==> src/rtl/game_sequencer_pkg.sv <==
// Shared types for the game-flow controller: state encoding and BCD digit type.
package game_pkg;

    typedef enum logic [2:0] {
        IDLE    = 3'd0,
        RUN     = 3'd1,
        PAUSE   = 3'd2,
        RESPAWN = 3'd3,
        OVER    = 3'd4,
        WIN     = 3'd5
    } state_t;

    typedef logic [3:0] bcd_digit_t;

    localparam bcd_digit_t BCD_MAX = 4'd9;

endpackage

==> src/rtl/game_sequencer_bcd_counter.sv <==
// Multi-digit BCD counter with synchronous clear, saturating increment and a
// greater-than comparison against an external BCD value.
module bcd_counter
    import game_pkg::*;
#(
    parameter int DIGITS = 3
) (
    input  logic                  clk,
    input  logic                  clear,
    input  logic                  inc,
    input  logic [4*DIGITS-1:0]   cmp_value,
    output logic [4*DIGITS-1:0]   value,
    output logic                  gt
);

    logic [4*DIGITS-1:0] next_value;

    // Ripple a +1 through the digits; an all-nines value stays where it is.
    always_comb begin
        logic carry;
        next_value = value;
        carry      = 1'b1;
        for (int d = 0; d < DIGITS; d++) begin
            if (carry) begin
                if (value[4*d +: 4] == BCD_MAX) begin
                    next_value[4*d +: 4] = 4'd0;
                end else begin
                    next_value[4*d +: 4] = value[4*d +: 4] + 4'd1;
                    carry                = 1'b0;
                end
            end
        end
        if (carry) begin
            next_value = value;
        end
    end

    // Most significant differing digit decides the comparison.
    always_comb begin
        logic decided;
        gt      = 1'b0;
        decided = 1'b0;
        for (int d = DIGITS - 1; d >= 0; d--) begin
            if (!decided && (value[4*d +: 4] != cmp_value[4*d +: 4])) begin
                gt      = (value[4*d +: 4] > cmp_value[4*d +: 4]);
                decided = 1'b1;
            end
        end
    end

    // Counter register: clear has priority over increment.
    always_ff @(posedge clk) begin
        if (clear) begin
            value <= '0;
        end else if (inc) begin
            value <= next_value;
        end
    end

endmodule

==> src/rtl/game_sequencer.sv <==
// Game-flow controller: state machine, lives, speed level, BCD score and the
// vsync-derived move tick. Optional high-score register is built when
// GAME_SEQUENCER_HIGHSCORE_EN is defined; otherwise o_highscore is tied to 0.
module game_sequencer
    import game_pkg::*;
#(
    parameter int LIVES            = 3,
    parameter int NUM_LEVELS       = 8,
    parameter int START_LEVEL      = 2,
    parameter int MAX_PERIOD       = 30,
    parameter int PERIOD_STEP      = 3,
    parameter int APPLES_PER_LEVEL = 5,
    parameter int SCORE_DIGITS     = 3
) (
    input  logic                            clk,
    input  logic                            rst_n,
    input  logic                            i_restart,
    input  logic                            i_start,
    input  logic                            i_pause,
    input  logic                            i_vsync,
    input  logic                            i_tick_done,
    input  logic                            i_eat,
    input  logic                            i_failure,
    input  logic                            i_success,
    input  logic                            i_speed_up,
    input  logic                            i_speed_down,
    output logic                            o_tick,
    output state_t                          o_state,
    output logic                            o_game_rst,
    output logic [$clog2(LIVES+1)-1:0]      o_lives,
    output logic [$clog2(NUM_LEVELS)-1:0]   o_level,
    output logic [4*SCORE_DIGITS-1:0]       o_score,
    output logic                            o_failure,
    output logic                            o_success,
    output logic [4*SCORE_DIGITS-1:0]       o_highscore
);

    localparam int LW = $clog2(LIVES + 1);
    localparam int VW = $clog2(NUM_LEVELS);
    localparam int FW = $clog2(MAX_PERIOD + 1);
    localparam int EW = (APPLES_PER_LEVEL > 1) ? $clog2(APPLES_PER_LEVEL) : 1;
    localparam logic [VW-1:0] LEVEL_MAX = VW'(NUM_LEVELS - 1);

    state_t        state;
    logic          vsync_q;
    logic          vsync_edge;
    logic [FW-1:0] frame_cnt;
    logic [FW-1:0] period;
    logic [EW-1:0] eat_cnt;
    logic [VW-1:0] next_level;
    logic          rst_tail;
    logic          restart_any;
    logic          eat_inc;
    logic          auto_up;

    assign o_state     = state;
    assign restart_any = !rst_n || i_restart;
    assign vsync_edge  = i_vsync && !vsync_q;
    assign eat_inc     = i_eat && ((state == RUN) || (state == PAUSE));
    assign auto_up     = eat_inc && (APPLES_PER_LEVEL != 0) &&
                         (eat_cnt == EW'(APPLES_PER_LEVEL - 1));

    // Single-register vsync edge detector.
    always_ff @(posedge clk) begin
        if (!rst_n) begin
            vsync_q <= 1'b0;
        end else begin
            vsync_q <= i_vsync;
        end
    end

    // Frames per move shrink with level, never below one frame.
    always_comb begin
        int reduction;
        reduction = int'(level_ext()) * PERIOD_STEP;
        if (reduction >= MAX_PERIOD - 1) begin
            period = FW'(1);
        end else begin
            period = FW'(MAX_PERIOD - reduction);
        end
    end

    function automatic logic [VW-1:0] level_ext();
        return o_level;
    endfunction

    // Auto speed-up wins over manual control; manual only applies in IDLE/RUN.
    always_comb begin
        next_level = o_level;
        if (auto_up) begin
            if (o_level != LEVEL_MAX) begin
                next_level = o_level + VW'(1);
            end
        end else if (((state == IDLE) || (state == RUN)) && (i_speed_up ^ i_speed_down)) begin
            if (i_speed_up && (o_level != LEVEL_MAX)) begin
                next_level = o_level + VW'(1);
            end else if (i_speed_down && (o_level != '0)) begin
                next_level = o_level - VW'(1);
            end
        end
    end

    // Game state machine with lives, level, move tick and reset pulse.
    always_ff @(posedge clk) begin
        if (restart_any) begin
            state      <= IDLE;
            o_lives    <= LW'(LIVES);
            o_level    <= VW'(START_LEVEL);
            frame_cnt  <= '0;
            eat_cnt    <= '0;
            o_tick     <= 1'b0;
            o_failure  <= 1'b0;
            o_success  <= 1'b0;
            o_game_rst <= 1'b1;
            rst_tail   <= 1'b1;
        end else begin
            rst_tail   <= 1'b0;
            o_game_rst <= rst_tail;
            o_level    <= next_level;

            if (eat_inc && (APPLES_PER_LEVEL != 0)) begin
                eat_cnt <= auto_up ? '0 : eat_cnt + EW'(1);
            end

            if (o_tick) begin
                if (i_tick_done) begin
                    o_tick <= 1'b0;
                end
            end else if (state == RUN) begin
                if (frame_cnt >= period) begin
                    o_tick    <= 1'b1;
                    frame_cnt <= '0;
                end else if (vsync_edge) begin
                    frame_cnt <= frame_cnt + FW'(1);
                end
            end
            if (state != RUN) begin
                frame_cnt <= '0;
            end

            case (state)
                IDLE: begin
                    if (i_start) begin
                        state <= RUN;
                    end
                end
                RUN: begin
                    if (i_failure) begin
                        if (o_lives > LW'(1)) begin
                            o_lives    <= o_lives - LW'(1);
                            state      <= RESPAWN;
                            o_game_rst <= 1'b1;
                        end else begin
                            o_lives   <= '0;
                            state     <= OVER;
                            o_failure <= 1'b1;
                        end
                    end else if (i_success) begin
                        state     <= WIN;
                        o_success <= 1'b1;
                    end else if (i_pause) begin
                        state <= PAUSE;
                    end
                end
                PAUSE: begin
                    if (!i_pause) begin
                        state <= RUN;
                    end
                end
                RESPAWN: state <= IDLE;
                OVER, WIN: state <= state;
                default: state <= IDLE;
            endcase
        end
    end

`ifdef GAME_SEQUENCER_HIGHSCORE_EN
    logic [4*SCORE_DIGITS-1:0] highscore;
    logic                      score_gt;
    logic                      end_entry;

    assign end_entry   = !i_restart && (state == RUN) &&
                         (i_failure ? (o_lives <= LW'(1)) : i_success);
    assign o_highscore = highscore;

    bcd_counter #(.DIGITS(SCORE_DIGITS)) u_score (
        .clk       (clk),
        .clear     (restart_any),
        .inc       (eat_inc),
        .cmp_value (highscore),
        .value     (o_score),
        .gt        (score_gt)
    );

    // High score survives restarts and captures a better score at game end.
    always_ff @(posedge clk) begin
        if (!rst_n) begin
            highscore <= '0;
        end else if (end_entry && score_gt) begin
            highscore <= o_score;
        end
    end
`else
    logic unused_score_gt;

    assign o_highscore = '0;

    bcd_counter #(.DIGITS(SCORE_DIGITS)) u_score (
        .clk       (clk),
        .clear     (restart_any),
        .inc       (eat_inc),
        .cmp_value ('0),
        .value     (o_score),
        .gt        (unused_score_gt)
    );
`endif

endmodule

==> config.mk <==
export PLATFORM = sky130hd
export DESIGN_NAME = game_sequencer
export DESIGN_NICKNAME = d
export VERILOG_FILES = /design/src/rtl/game_sequencer_pkg.sv /design/src/rtl/game_sequencer_bcd_counter.sv /design/src/rtl/game_sequencer.sv
export SDC_FILE = /design/constraint.sdc
export NUM_CORES = 1
export LEC_CHECK = 0
export CAP_MARGIN = 0
export CORE_AREA = 2 2 84 70
export DETAILED_ROUTE_END_ITERATION = 16
export DIE_AREA = 0 0 86 72
export SYNTH_ARGS = -nofsm -noshare
export SYNTH_HDL_FRONTEND = slang
export SYNTH_SLANG_ARGS = --single-unit
==> constraint.sdc <==
create_clock -name clk -period 3.9 [get_ports clk]
set_clock_uncertainty 0.15 [all_clocks]
set_input_delay 0.78 -clock clk [delete_from_list [all_inputs] [get_ports clk]]
set_output_delay 0.78 -clock clk [all_outputs]
set_load 0.01 [all_outputs]
==> impl_metrics.prom <==
# TYPE chip_impl_metric gauge
chip_impl_metric{name="overflow",unit=""} 0
chip_impl_info{name="grt_setup_unrepaired",value="false"} 1
chip_impl_metric{name="antenna_violations_before_repair",unit=""} 0
chip_impl_info{name="timing.critical_path.cells",value="ha_1 -> fa_1 -> xor2_1 -> nand3_1 -> xnor2_1 -> nand2_1 -> ha_1 -> a211oi_1 -> o21ai_0 -> o21ai_0 -> o21ai_0 -> a21oi_1"} 1
chip_impl_metric{name="worst_pin_slew",unit="ps"} 546.8
chip_impl_metric{name="grt_pass1_wl",unit="µm"} 6982
chip_impl_metric{name="clock_slew_seen_by_the_registers_of_the_worst_setup_and_hold_paths",unit="ps"} 70
chip_impl_metric{name="finalMaxSlewViolations",unit=""} 0
chip_impl_info{name="critical_path.startpoint_type",value="register"} 1
chip_impl_metric{name="via_per_inst",unit=""} 4.850
chip_impl_info{name="path_common_cell",value="o21ai_0"} 1
chip_impl_metric{name="place.detailed.hpwl",unit="µm"} 2982
chip_impl_info{name="holdCritPathClass",value="register to register"} 1
chip_impl_metric{name="multiInputGateArea",unit="µm²"} 1257
chip_impl_metric{name="insertedDiodeCount",unit=""} 0
chip_impl_info{name="synth.largest_area_cell",value="dfxtp_1"} 1
chip_impl_metric{name="holdWs",unit="ps"} 279.9
chip_impl_metric{name="finish.instance_area",unit="µm²"} 2540
chip_impl_metric{name="num_rows",unit=""} 24
chip_impl_metric{name="synth_area_per_cell",unit="µm²"} 8.594
chip_impl_metric{name="cts.repair_timing.setup_buffer_count",unit=""} 0
chip_impl_metric{name="postRouteWirelength",unit="µm"} 4001
chip_impl_metric{name="area_delta_synth_final",unit="%"} 21.63
chip_impl_metric{name="hold_viol",unit=""} 0
chip_impl_metric{name="cp.buffers_inverters",unit=""} 0
chip_impl_metric{name="yosys_warnings",unit=""} 0
chip_impl_metric{name="clkSinkCount",unit=""} 34
chip_impl_metric{name="globalplace.congestion",unit=""} 0.7899
chip_impl_metric{name="cts_resized",unit=""} 0
chip_impl_info{name="largest_family_of_logic_cells_by_synthesized_area",value="simple AND/OR/NAND/NOR gates"} 1
chip_impl_metric{name="hold_buffers",unit=""} 0
chip_impl_metric{name="yosys.area_share.xor_xnor",unit=""} 0.07130
chip_impl_info{name="critPathCaptureType",value="register"} 1
chip_impl_metric{name="worst_ir_drop_vdd",unit="µV"} 113.6
chip_impl_metric{name="grt_pass1_vias",unit=""} 1576
chip_impl_metric{name="ctsHtreeMaxLevel",unit=""} 2
chip_impl_metric{name="timing.critical_path.arrival",unit="ps"} 3230
chip_impl_metric{name="numPortBuffers",unit=""} 35
chip_impl_metric{name="synth.lib_cells_used.distinct",unit=""} 46
chip_impl_metric{name="vias",unit=""} 1678
chip_impl_info{name="cts_tree",value="yes"} 1
chip_impl_metric{name="synth-edff-count",unit=""} 0
chip_impl_info{name="cts_root_buffer",value="clkbuf_8"} 1
chip_impl_metric{name="max_clock_freq",unit="MHz"} 315.6
chip_impl_metric{name="synth_area",unit="µm²"} 2088
chip_impl_metric{name="layout_worst_path_cycle_share",unit=""} 0.8124
chip_impl_metric{name="path_max_fanout",unit=""} 9
chip_impl_metric{name="p_leak",unit="nW"} 1.025
chip_impl_metric{name="timing.critical_path.required",unit="ps"} 3960
chip_impl_metric{name="synth_simple_gate_area_share",unit=""} 0.2385
chip_impl_info{name="synthFlopType",value="dfxtp_1"} 1
chip_impl_metric{name="slew-limit-headroom",unit=""} 0.6316
chip_impl_metric{name="yosys.area.top_type_share",unit=""} 0.3259
chip_impl_info{name="yosys-top-cells-count",value="34 x dfxtp_1, 25 x nor2_1, 17 x a21oi_1"} 1
chip_impl_metric{name="critical_path.max_stage_delay",unit="ps"} 400
chip_impl_metric{name="ctsLongestPathBuffers",unit=""} 2
chip_impl_metric{name="num-nets-final",unit=""} 309
chip_impl_metric{name="grt_max_degree",unit=""} 25
chip_impl_metric{name="start_util",unit=""} 0.3929
chip_impl_info{name="synthTopCellsByArea",value="dfxtp_1 33%, ha_1 9.6%, buf_4 5.0%"} 1
chip_impl_metric{name="synth_cells",unit=""} 243
chip_impl_info{name="critical_path_class",value="register to register"} 1
chip_impl_metric{name="register_area",unit="µm²"} 680.7
chip_impl_metric{name="final.setup.tns",unit="ps"} 0
chip_impl_metric{name="post-route-min-period",unit="ps"} 3168
chip_impl_metric{name="num-fill-cells",unit=""} 521
chip_impl_metric{name="power.density",unit="nW/µm²"} 282.8
chip_impl_metric{name="grt_resource_usage_total",unit=""} 0.1409
chip_impl_info{name="status",value="complete, no violations"} 1
chip_impl_metric{name="fraction_of_final_layout_cells_with_drive_strength_greater_than_1",unit=""} 0.07117
chip_impl_info{name="crit_slowest_cell",value="dfxtp_1"} 1
chip_impl_metric{name="synth.ff_latch_count",unit=""} 34
chip_impl_metric{name="dpl_cell_area",unit="µm²"} 2445
chip_impl_metric{name="die_x",unit="µm"} 86
chip_impl_metric{name="final_antenna_net_count",unit=""} 0
chip_impl_metric{name="drt_first_pass_iters",unit=""} 4
chip_impl_metric{name="setup_viol",unit=""} 0
chip_impl_metric{name="die_y",unit="µm"} 72
chip_impl_info{name="timing.critical_path.max_delay_family",value="compound AO/OA/AOI/OAI gates"} 1
chip_impl_metric{name="synthAdderAreaFrac",unit=""} 0.1055
chip_impl_metric{name="pin_count",unit=""} 48
chip_impl_info{name="post-synth-top-count-cell",value="dfxtp_1"} 1
chip_impl_metric{name="tritoncts.num_buffers",unit=""} 5
chip_impl_metric{name="post-route-drc-count",unit=""} 0
chip_impl_metric{name="async_flop_share",unit=""} 0
chip_impl_metric{name="design.die.area",unit="µm²"} 6192
chip_impl_metric{name="first_iter_violations",unit=""} 35
chip_impl_metric{name="worst_skew_pair.late_latency",unit="ps"} 280
chip_impl_metric{name="wl_per_cell",unit="µm"} 11.56
chip_impl_metric{name="synth.mux.area_fraction",unit=""} 0.03415
chip_impl_metric{name="synth_compound_area_frac",unit=""} 0.1312
chip_impl_metric{name="seq_area_frac_synth",unit=""} 0.3259
chip_impl_metric{name="maxCapViolations",unit=""} 0
chip_impl_metric{name="core_area",unit="µm²"} 5315
## area by class of cell
class	instances	area share
repair buffers	38	0.1468
clock inverters	2	0.004926
well taps	65	0.03202
multi-input cells	187	0.4951
clock buffers	6	0.03251
flip-flops and latches	34	0.2680
inverters	14	0.02069
## worst register-to-register path, cell delays in order, from the launching register on
cell      delay (ps)
dfxtp_1          400
ha_1             290
fa_1             380
xor2_1           250
nand3_1          130
xnor2_1          140
nand2_1           70
ha_1             290
a211oi_1         280
o21ai_0          120
o21ai_0          150
o21ai_0          270
a21oi_1          180
## worst paths after layout
kind                                               from                         to  slack, ps  cells after the start
worst max-delay path            o_level[0]$_SDFFE_PP0P_  frame_cnt[3]$_SDFFE_PP0P_        730                     12
worst min-delay path                   rst_tail$_DFF_P_      o_game_rst$_SDFF_PP1_        280                      2
worst max register to register  o_level[0]$_SDFFE_PP0P_  frame_cnt[3]$_SDFFE_PP0P_        730                     12
worst min register to register         rst_tail$_DFF_P_      o_game_rst$_SDFF_PP1_        280                      2
## through the flow
stage                     total power, mW  utilization  std cells  setup slack (ps)
after floorplan                    0.4395            -        254             944.3
after global placement             0.4609       0.4600        338             834.5
after detailed placement           0.4612       0.4600        338             761.7
after CTS                          0.7327       0.4779        346             745.6
after global routing               0.7619       0.4779        346             339.8
final                              0.7183       0.4779        346             731.7
## flip-flops by register name, indices dropped and copies added, names as in the netlist, 2 cells and up
signal	count
o_level	3
frame_cnt	5
o_state	3
u_score.value	12
o_lives	2
eat_cnt	3
## routing by layer
layer / routed length (µm) / vias to the layer above / track usage
met3: 148 / 4 / 0.03299
met4: 51 / 0 / 0.05820
met1: 2117 / 759 / 0.1911
li1: - / 886 / -
met5: 0 / - / 0
met2: 1683 / 29 / 0.2162
## where the power goes
group	total [mW]	leakage, nW	internal, mW	switching, mW
clock	0.266	0.0472	0.142	0.124
combinational	0.0939	0.702	0.0455	0.0484
sequential	0.359	0.275	0.352	0.00716
## cell families (layout without fill, tap and decap cells)
group / Yosys count / count (layout)
compound gates: 44 / 44
xor+xnor: 17 / 17
fa+ha+maj: 17 / 17
buf+inv: 33 / 60
flops: 34 / 34
mux: 7 / 7
other cells: 1 / 12
simple gates: 90 / 90
## layout by cell type (no fill, tap or decap), drive strengths merged, types with 3 or more instances in the layout
cell,netlist,layout
clkdlybuf4s50,0,35
dfxtp,34,34
nor2,26,26
a21oi,17,17
nand2,17,17
ha,16,16
inv,13,13
nand3,12,12
o21ai,12,12
conb,1,12
xnor2,10,10
xor2,7,7
mux2i,6,6
clkbuf,3,6
nor3b,5,5
nor3,4,4
nor2b,4,4
and3,4,4
nand2b,3,3
or3,3,3
a31oi,3,3
nor4b,3,3
buf,16,3
Note: power is estimated with default switching activity, not from simulation.
